### src/rtl/wb_regs_pkg.sv
// Shared widths, constants and the WB-entry type for the write-back stage and register file.
package wb_regs_pkg;

  localparam int RDATA_WIDTH      = 32;
  localparam int RADDR_WIDTH      = 5;
  localparam int ADDR_WIDTH       = 32;
  localparam int DEFAULT_RF_DEPTH = 32;

  typedef logic [RDATA_WIDTH-1:0] data_t;
  typedef logic [RADDR_WIDTH-1:0] raddr_t;
  typedef logic [ADDR_WIDTH-1:0]  addr_t;

  localparam data_t  ZERO          = '0;
  localparam raddr_t ZERO_REG      = '0;
  localparam logic   WRITE_DISABLE = 1'b0;

  typedef struct packed {
    logic   valid;
    logic   we;
    raddr_t waddr;
    data_t  wdata;
    addr_t  inst_addr;
  } wb_entry_t;

  localparam wb_entry_t WB_BUBBLE = '{
    valid:     1'b0,
    we:        WRITE_DISABLE,
    waddr:     ZERO_REG,
    wdata:     ZERO,
    inst_addr: '0
  };

  // A pending WB write takes precedence over the array so decode sees it a cycle early.
  function automatic data_t read_port(raddr_t raddr, wb_entry_t wb, data_t rf_data);
    data_t result;
    result = rf_data;
    if (raddr == ZERO_REG) begin
      result = ZERO;
    end else if (wb.we && wb.valid && (wb.waddr == raddr)) begin
      result = wb.wdata;
    end
    return result;
  endfunction

endpackage

### src/rtl/wb_regs_if.sv
// Execute/decode-facing bundle of the write-back stage; directions named from the stage's view.
interface wb_regs_if
  import wb_regs_pkg::*;
#(
  parameter int CNT_WIDTH = 32
);

  logic                 valid_i;
  logic                 reg_we_i;
  raddr_t               reg_waddr_i;
  data_t                reg_wdata_i;
  addr_t                inst_addr_i;
  logic                 stall_i;
  logic                 flush_i;
  raddr_t               raddr1_i;
  raddr_t               raddr2_i;
  data_t                rdata1_o;
  data_t                rdata2_o;
  logic                 wb_valid_o;
  logic                 wb_we_o;
  raddr_t               wb_waddr_o;
  data_t                wb_wdata_o;
  addr_t                wb_inst_addr_o;
  logic [CNT_WIDTH-1:0] retire_cnt_o;

  modport master (
    output valid_i, reg_we_i, reg_waddr_i, reg_wdata_i, inst_addr_i,
    output stall_i, flush_i, raddr1_i, raddr2_i,
    input  rdata1_o, rdata2_o,
    input  wb_valid_o, wb_we_o, wb_waddr_o, wb_wdata_o, wb_inst_addr_o,
    input  retire_cnt_o
  );

  modport slave (
    input  valid_i, reg_we_i, reg_waddr_i, reg_wdata_i, inst_addr_i,
    input  stall_i, flush_i, raddr1_i, raddr2_i,
    output rdata1_o, rdata2_o,
    output wb_valid_o, wb_we_o, wb_waddr_o, wb_wdata_o, wb_inst_addr_o,
    output retire_cnt_o
  );

endinterface

### src/rtl/wb_regs_regfile.sv
// Architectural register file: one write port, two combinational read ports, x0 hard-wired to zero.
module wb_regs_regfile
  import wb_regs_pkg::*;
#(
  parameter int RF_DEPTH = DEFAULT_RF_DEPTH
) (
  input  logic   clk_i,
  input  logic   rst_i,
  input  logic   we_i,
  input  raddr_t waddr_i,
  input  data_t  wdata_i,
  input  raddr_t raddr1_i,
  input  raddr_t raddr2_i,
  output data_t  rdata1_o,
  output data_t  rdata2_o
);

  data_t rf_q [RF_DEPTH];
  data_t rf_d [RF_DEPTH];

  // NOTE: the whole array is copied first so every element has a value on every path; no latches.
  always_comb begin
    rf_d = rf_q;
    if (we_i && (waddr_i != ZERO_REG)) begin
      rf_d[waddr_i] = wdata_i;
    end
  end

  // NOTE: the array is reset because software may read a register before writing it and the
  // architecture promises zero; a plain RAM macro would not give that. Sequential state uses <=
  // so every flop samples the pre-edge value regardless of process ordering.
  always_ff @(posedge clk_i) begin
    if (rst_i) begin
      rf_q <= '{default: ZERO};
    end else begin
      rf_q <= rf_d;
    end
  end

  assign rdata1_o = (raddr1_i == ZERO_REG) ? ZERO : rf_q[raddr1_i];
  assign rdata2_o = (raddr2_i == ZERO_REG) ? ZERO : rf_q[raddr2_i];

endmodule

### src/rtl/wb_regs.sv
// Write-back stage: WB pipeline register, commit gating, read-port bypass and retire counter.
module wb_regs
  import wb_regs_pkg::*;
#(
  parameter int RF_DEPTH  = DEFAULT_RF_DEPTH,
  parameter int CNT_WIDTH = 32
) (
  input  logic         clk_i,
  input  logic         rst_i,
  wb_regs_if.slave     bus
);

  wb_entry_t            wb_q;
  wb_entry_t            wb_d;
  logic [CNT_WIDTH-1:0] cnt_q;
  logic [CNT_WIDTH-1:0] cnt_d;
  logic                 commit;
  data_t                rf_rdata1;
  data_t                rf_rdata2;

  // Flush beats stall: a flushed slot is never held.
  always_comb begin
    wb_d = wb_q;
    if (bus.flush_i) begin
      wb_d = WB_BUBBLE;
    end else if (!bus.stall_i) begin
      wb_d.valid     = bus.valid_i;
      wb_d.we        = bus.reg_we_i & bus.valid_i;
      wb_d.waddr     = bus.reg_waddr_i;
      wb_d.wdata     = bus.reg_wdata_i;
      wb_d.inst_addr = bus.inst_addr_i;
    end
  end

  // Stall gates both commit and retirement, so a stalled entry is counted exactly once.
  always_comb begin
    commit = wb_q.we && (wb_q.waddr != ZERO_REG) && !bus.stall_i && !rst_i;
    cnt_d  = cnt_q;
    if (wb_q.valid && !bus.stall_i) begin
      cnt_d = cnt_q + CNT_WIDTH'(1);
    end
  end

  always_ff @(posedge clk_i) begin
    if (rst_i) begin
      wb_q  <= WB_BUBBLE;
      cnt_q <= '0;
    end else begin
      wb_q  <= wb_d;
      cnt_q <= cnt_d;
    end
  end

  wb_regs_regfile #(
    .RF_DEPTH (RF_DEPTH)
  ) u_regfile (
    .clk_i    (clk_i),
    .rst_i    (rst_i),
    .we_i     (commit),
    .waddr_i  (wb_q.waddr),
    .wdata_i  (wb_q.wdata),
    .raddr1_i (bus.raddr1_i),
    .raddr2_i (bus.raddr2_i),
    .rdata1_o (rf_rdata1),
    .rdata2_o (rf_rdata2)
  );

  assign bus.rdata1_o       = read_port(bus.raddr1_i, wb_q, rf_rdata1);
  assign bus.rdata2_o       = read_port(bus.raddr2_i, wb_q, rf_rdata2);
  assign bus.wb_valid_o     = wb_q.valid;
  assign bus.wb_we_o        = wb_q.we;
  assign bus.wb_waddr_o     = wb_q.waddr;
  assign bus.wb_wdata_o     = wb_q.wdata;
  assign bus.wb_inst_addr_o = wb_q.inst_addr;
  assign bus.retire_cnt_o   = cnt_q;

endmodule

### src/flat_wrapper.sv
// flat-port wrapper written by rule: the top's interface ports become plain ports
module wb_regs_flat import wb_regs_pkg::*;
#(
  parameter int RF_DEPTH  = DEFAULT_RF_DEPTH,
  parameter int CNT_WIDTH = 32
)
  (clk_i, rst_i, bus_valid_i, bus_reg_we_i, bus_reg_waddr_i, bus_reg_wdata_i, bus_inst_addr_i, bus_stall_i, bus_flush_i, bus_raddr1_i, bus_raddr2_i, bus_rdata1_o, bus_rdata2_o, bus_wb_valid_o, bus_wb_we_o, bus_wb_waddr_o, bus_wb_wdata_o, bus_wb_inst_addr_o, bus_retire_cnt_o);
  wb_regs_if #(.CNT_WIDTH(CNT_WIDTH)) bus_i ();
  input  logic clk_i;
  input  logic rst_i;
  input wire logic [$bits(bus_i.valid_i)-1:0] bus_valid_i;
  input wire logic [$bits(bus_i.reg_we_i)-1:0] bus_reg_we_i;
  input wire logic [$bits(bus_i.reg_waddr_i)-1:0] bus_reg_waddr_i;
  input wire logic [$bits(bus_i.reg_wdata_i)-1:0] bus_reg_wdata_i;
  input wire logic [$bits(bus_i.inst_addr_i)-1:0] bus_inst_addr_i;
  input wire logic [$bits(bus_i.stall_i)-1:0] bus_stall_i;
  input wire logic [$bits(bus_i.flush_i)-1:0] bus_flush_i;
  input wire logic [$bits(bus_i.raddr1_i)-1:0] bus_raddr1_i;
  input wire logic [$bits(bus_i.raddr2_i)-1:0] bus_raddr2_i;
  output wire logic [$bits(bus_i.rdata1_o)-1:0] bus_rdata1_o;
  output wire logic [$bits(bus_i.rdata2_o)-1:0] bus_rdata2_o;
  output wire logic [$bits(bus_i.wb_valid_o)-1:0] bus_wb_valid_o;
  output wire logic [$bits(bus_i.wb_we_o)-1:0] bus_wb_we_o;
  output wire logic [$bits(bus_i.wb_waddr_o)-1:0] bus_wb_waddr_o;
  output wire logic [$bits(bus_i.wb_wdata_o)-1:0] bus_wb_wdata_o;
  output wire logic [$bits(bus_i.wb_inst_addr_o)-1:0] bus_wb_inst_addr_o;
  output wire logic [$bits(bus_i.retire_cnt_o)-1:0] bus_retire_cnt_o;
  assign bus_i.valid_i = bus_valid_i;
  assign bus_i.reg_we_i = bus_reg_we_i;
  assign bus_i.reg_waddr_i = bus_reg_waddr_i;
  assign bus_i.reg_wdata_i = bus_reg_wdata_i;
  assign bus_i.inst_addr_i = bus_inst_addr_i;
  assign bus_i.stall_i = bus_stall_i;
  assign bus_i.flush_i = bus_flush_i;
  assign bus_i.raddr1_i = bus_raddr1_i;
  assign bus_i.raddr2_i = bus_raddr2_i;
  assign bus_rdata1_o = bus_i.rdata1_o;
  assign bus_rdata2_o = bus_i.rdata2_o;
  assign bus_wb_valid_o = bus_i.wb_valid_o;
  assign bus_wb_we_o = bus_i.wb_we_o;
  assign bus_wb_waddr_o = bus_i.wb_waddr_o;
  assign bus_wb_wdata_o = bus_i.wb_wdata_o;
  assign bus_wb_inst_addr_o = bus_i.wb_inst_addr_o;
  assign bus_retire_cnt_o = bus_i.retire_cnt_o;
  wb_regs #(.RF_DEPTH(RF_DEPTH), .CNT_WIDTH(CNT_WIDTH)) u_core (.clk_i(clk_i), .rst_i(rst_i), .bus(bus_i));
endmodule
### config.mk
export PLATFORM = sky130hd
export DESIGN_NAME = wb_regs_flat
export DESIGN_NICKNAME = d
export VERILOG_FILES = /design/src/rtl/wb_regs_pkg.sv /design/src/rtl/wb_regs_if.sv /design/src/rtl/wb_regs_regfile.sv /design/src/rtl/wb_regs.sv /design/src/flat_wrapper.sv
export SDC_FILE = /design/constraint.sdc
export NUM_CORES = 2
export LEC_CHECK = 0
export BUFFER_PORTS_ARGS = -buffer_cell sky130_fd_sc_hd__buf_2
export CAP_MARGIN = 20
export CORE_MARGIN = 8
export CORE_UTILIZATION = 50
export CTS_CLUSTER_DIAMETER = 40
export DETAILED_ROUTE_END_ITERATION = 6
export PLACE_DENSITY = 0.75
export REMOVE_ABC_BUFFERS = 1
export SKIP_CTS_REPAIR_TIMING = 1
export SLEW_MARGIN = 20
export SYNTH_ARGS = -nofsm -noshare
export SYNTH_HDL_FRONTEND = slang
export SYNTH_SLANG_ARGS = --single-unit
export TNS_END_PERCENT = 30
### constraint.sdc
create_clock -name clk_i -period 2.41 [get_ports clk_i]
set_clock_uncertainty 0.1 [all_clocks]
set_input_delay 0.241 -clock clk_i [delete_from_list [all_inputs] [get_ports clk_i]]
set_output_delay 0.241 -clock clk_i [all_outputs]
set_load 0.05 [all_outputs]
==> results.sh <==
export IMPL_synthArstFlopShare_pct=0
export IMPL_synth_main_ff_cell="dfxtp_1"
export IMPL_drtAntennaViolNets=0
export IMPL_final_common_cell="nand2_1"
export IMPL_tns_ns=-45.30
export IMPL_p_sw_uw=11890
export IMPL_drv_slew=0
export IMPL_fin_crit_ns=3.302
export IMPL_rsz0062_at_grt="true"
export IMPL_cts_tree="done"
export IMPL_vias=57100
export IMPL_root_buffer="clkbuf_16"
export IMPL_setup_violations_final=64
export IMPL_core_um2=112300
export IMPL_postRouteWirelength_um=246200
export IMPL_dp_hpwl_um=152600
export IMPL_final_nets=6903
export IMPL_htreeDepth=4
export IMPL_fmax_mhz=302.8
export IMPL_grt_max_degree=237
export IMPL_violations="DRC, setup timing"
export IMPL_grt_pass1_wl_um=350400
export IMPL_drive_above_1_share_pct=26.99
export IMPL_synth_seq_cells=1127
export IMPL_period_share_pct=137.0
export IMPL_globalplace_congestion=0.9785
export IMPL_syn_inst=6342
export IMPL_dieArea_um2=124100
export IMPL_die_y_um=352.3
export IMPL_setup_ws_ns=-0.8922
export IMPL_pwr_share_comb_pct=8.1
export IMPL_io_buffers=251
export IMPL_worstSkewPairLatency_ns=0.77
export IMPL_arrival_ns=2.96
export IMPL_intPower_uw=34640
export IMPL_endpoint_kind="output port"
export IMPL_peakVddDrop_mv=0.5234
export IMPL_seqPwrFrac_pct=40.3
export IMPL_crit_fanout=7
export IMPL_rows=123
export IMPL_avgRoutedWirePerCell_um=29.12
export IMPL_grt_usage_pct=36.89
export IMPL_relSlewSlack_pct=28.89
export IMPL_tightest_slew_ns=1.067
export IMPL_drc=15
export IMPL_p_sw_share_pct=25.56
export IMPL_finalHoldViolations=0
export IMPL_clockBufferDepth=3
export IMPL_clkSlewWorstSetupHoldPaths_ns=0.06
export IMPL_overflow=0
export IMPL_synth_edf_count=0
export IMPL_area_delta_synth_final_pct=27.91
export IMPL_setup_worst_path_class="reg2out"
export IMPL_p_leak_uw=0.02550
export IMPL_viasPerCell=6.756
export IMPL_maxCapViolations=0
export IMPL_yosys_warnings=0
export IMPL_antenna_found_initial=2
export IMPL_status="finished with violations"
export IMPL_syn_avg_cell_area_um2=8.919
export IMPL_detail_route_first_pass_iterations=7
export IMPL_cellPowerDensity_nw_per_um2=643.1
export IMPL_hp_class="in2reg"
export IMPL_layout_common_cells="nand2_1 (2037), dfxtp_1 (1109), a21oi_1 (1020)"
export IMPL_synthesis_area_um2=56560
export IMPL_boundaryPins=252
export IMPL_grt_pass1_vias=54730
export IMPL_initial_core_util_pct=50.35
export IMPL_fp_dieW_um=352.3
export IMPL_start_kind="register"
export IMPL_cts_buffers=153
export IMPL_yosysUniqueCellTypes=61
export IMPL_dp_worst_setup_slack_ns=-0.7287
export IMPL_clkPwrFrac_pct=51.6
export IMPL_cts_num_sinks=1127
export IMPL_ys_seq_area_share_pct=39.89
export IMPL_drt_initial_drc_count=10250
export IMPL_required_ns=2.07
sequential cells by signal (all words and copies together) (netlist names):
register                   flops
u_core.bus.wb_valid_o          1
u_core.u_regfile.rf_q       1024
u_core.bus.wb_waddr_o          5
u_core.bus.wb_wdata_o         32
u_core.bus.wb_inst_addr_o     32
u_core.bus.wb_we_o             1
u_core.bus.retire_cnt_o       32
metrics by stage:
step	total power (uW)	area (um2)	cells	hold slack, ns	utilization (%)
after global placement	22530	64880	8054	0.3485	57.75
after detailed placement	22560	64880	8054	0.3581	57.75
after global routing	47310	72340	8447	0.01923	64.39
after CTS	46090	70290	8338	-0.4204	62.56
final	46530	72350	8452	0.006771	64.40
after floorplan	20300	53740	5679	0.2101	-
critical path, stage by stage, from the launching register on:
cell and delay [ns]:
dfxtp_4 0.41, xnor2_2 0.12, nand3_2 0.17, buf_6 0.19, o31ai_4 0.26, buf_12 0.17, buf_12 0.18, nor2b_1 0.06
a221o_2 0.42, buf_12 0.19
synth_stat cells (40+ instances only):
library cell  number  area [um2]
nand2_1         2060        7732
dfxtp_1         1127       22560
a21oi_1         1044        5225
clkbuf_1         512        1922
mux4_2           497       11190
mux2i_1          287        2873
nor2_1           179       671.9
nor2b_1           72       450.4
buf_2             71       355.3
a221o_1           54       540.5
o21ai_0           43       215.2
a211oi_1          40       300.3
layer usage:
layer	track usage, %	vias to the layer above	part of all wire [%]
li1	-	23090	-
met1	44.06	26930	32
met2	53.68	5430	42
met3	13.46	1646	16
met4	28.73	0	9.9
met5	0	-	0
path summary, 6_finish.rpt:
path | from | to | slack, ns | cells after the start
setup / recovery | u_core.bus.wb_waddr_o[4]$_SDFFE_PP0N_ | bus_rdata1_o[5] | -0.89 | 9
hold / removal | rst_i | u_core.u_regfile.rf_q[572]$_SDFFE_PP0P_ | 0.007 | 3
setup reg to reg | u_core.bus.wb_waddr_o[4]$_SDFFE_PP0N_ | u_core.u_regfile.rf_q[610]$_SDFFE_PP0P_ | 0.03 | 8
hold reg to reg | u_core.u_regfile.rf_q[985]$_SDFFE_PP0P_ | u_core.u_regfile.rf_q[985]$_SDFFE_PP0P_ | 0.37 | 2
area by class of cell:
| cell class | count | area (um2) |
|---|---|---|
| diodes | 6 | 15.01 |
| clock buffers | 191 | 4278 |
| clock inverters | 93 | 1131 |
| fillers | 8238 | 40000 |
| inverters | 14 | 57.56 |
| multi-input cells | 4538 | 32170 |
| flip-flops and latches | 1127 | 22590 |
| well taps | 1500 | 1877 |
| repair buffers | 983 | 10230 |
kinds of logic (layout without fill, tap and decap cells):
logic type,count (synthesis),count (layout),share of synthesized area [%]
adders and majority gates,1,1,0.02212
DFF,1127,1127,39.89
and+or+nand+nor,2423,2423,16.86
buffers and inverters,677,1281,5.081
muxes,796,796,25.11
AOI/OAI and AO/OA,1279,1279,12.44
other,0,6,0
xor gates and xnor gates,39,39,0.6039
power by group through the flow:
stage               registers (uW)  clock network [uW]  logic [uW]
detailed placement           19100                   0        3420
finish                       18700               24000        3760
global placement             19100                   0        3390
global route                 18700               24700        3840
floorplan                    19300                   0         959
CTS                          18700               23900        3430
Power figures use the tool's default switching activity.
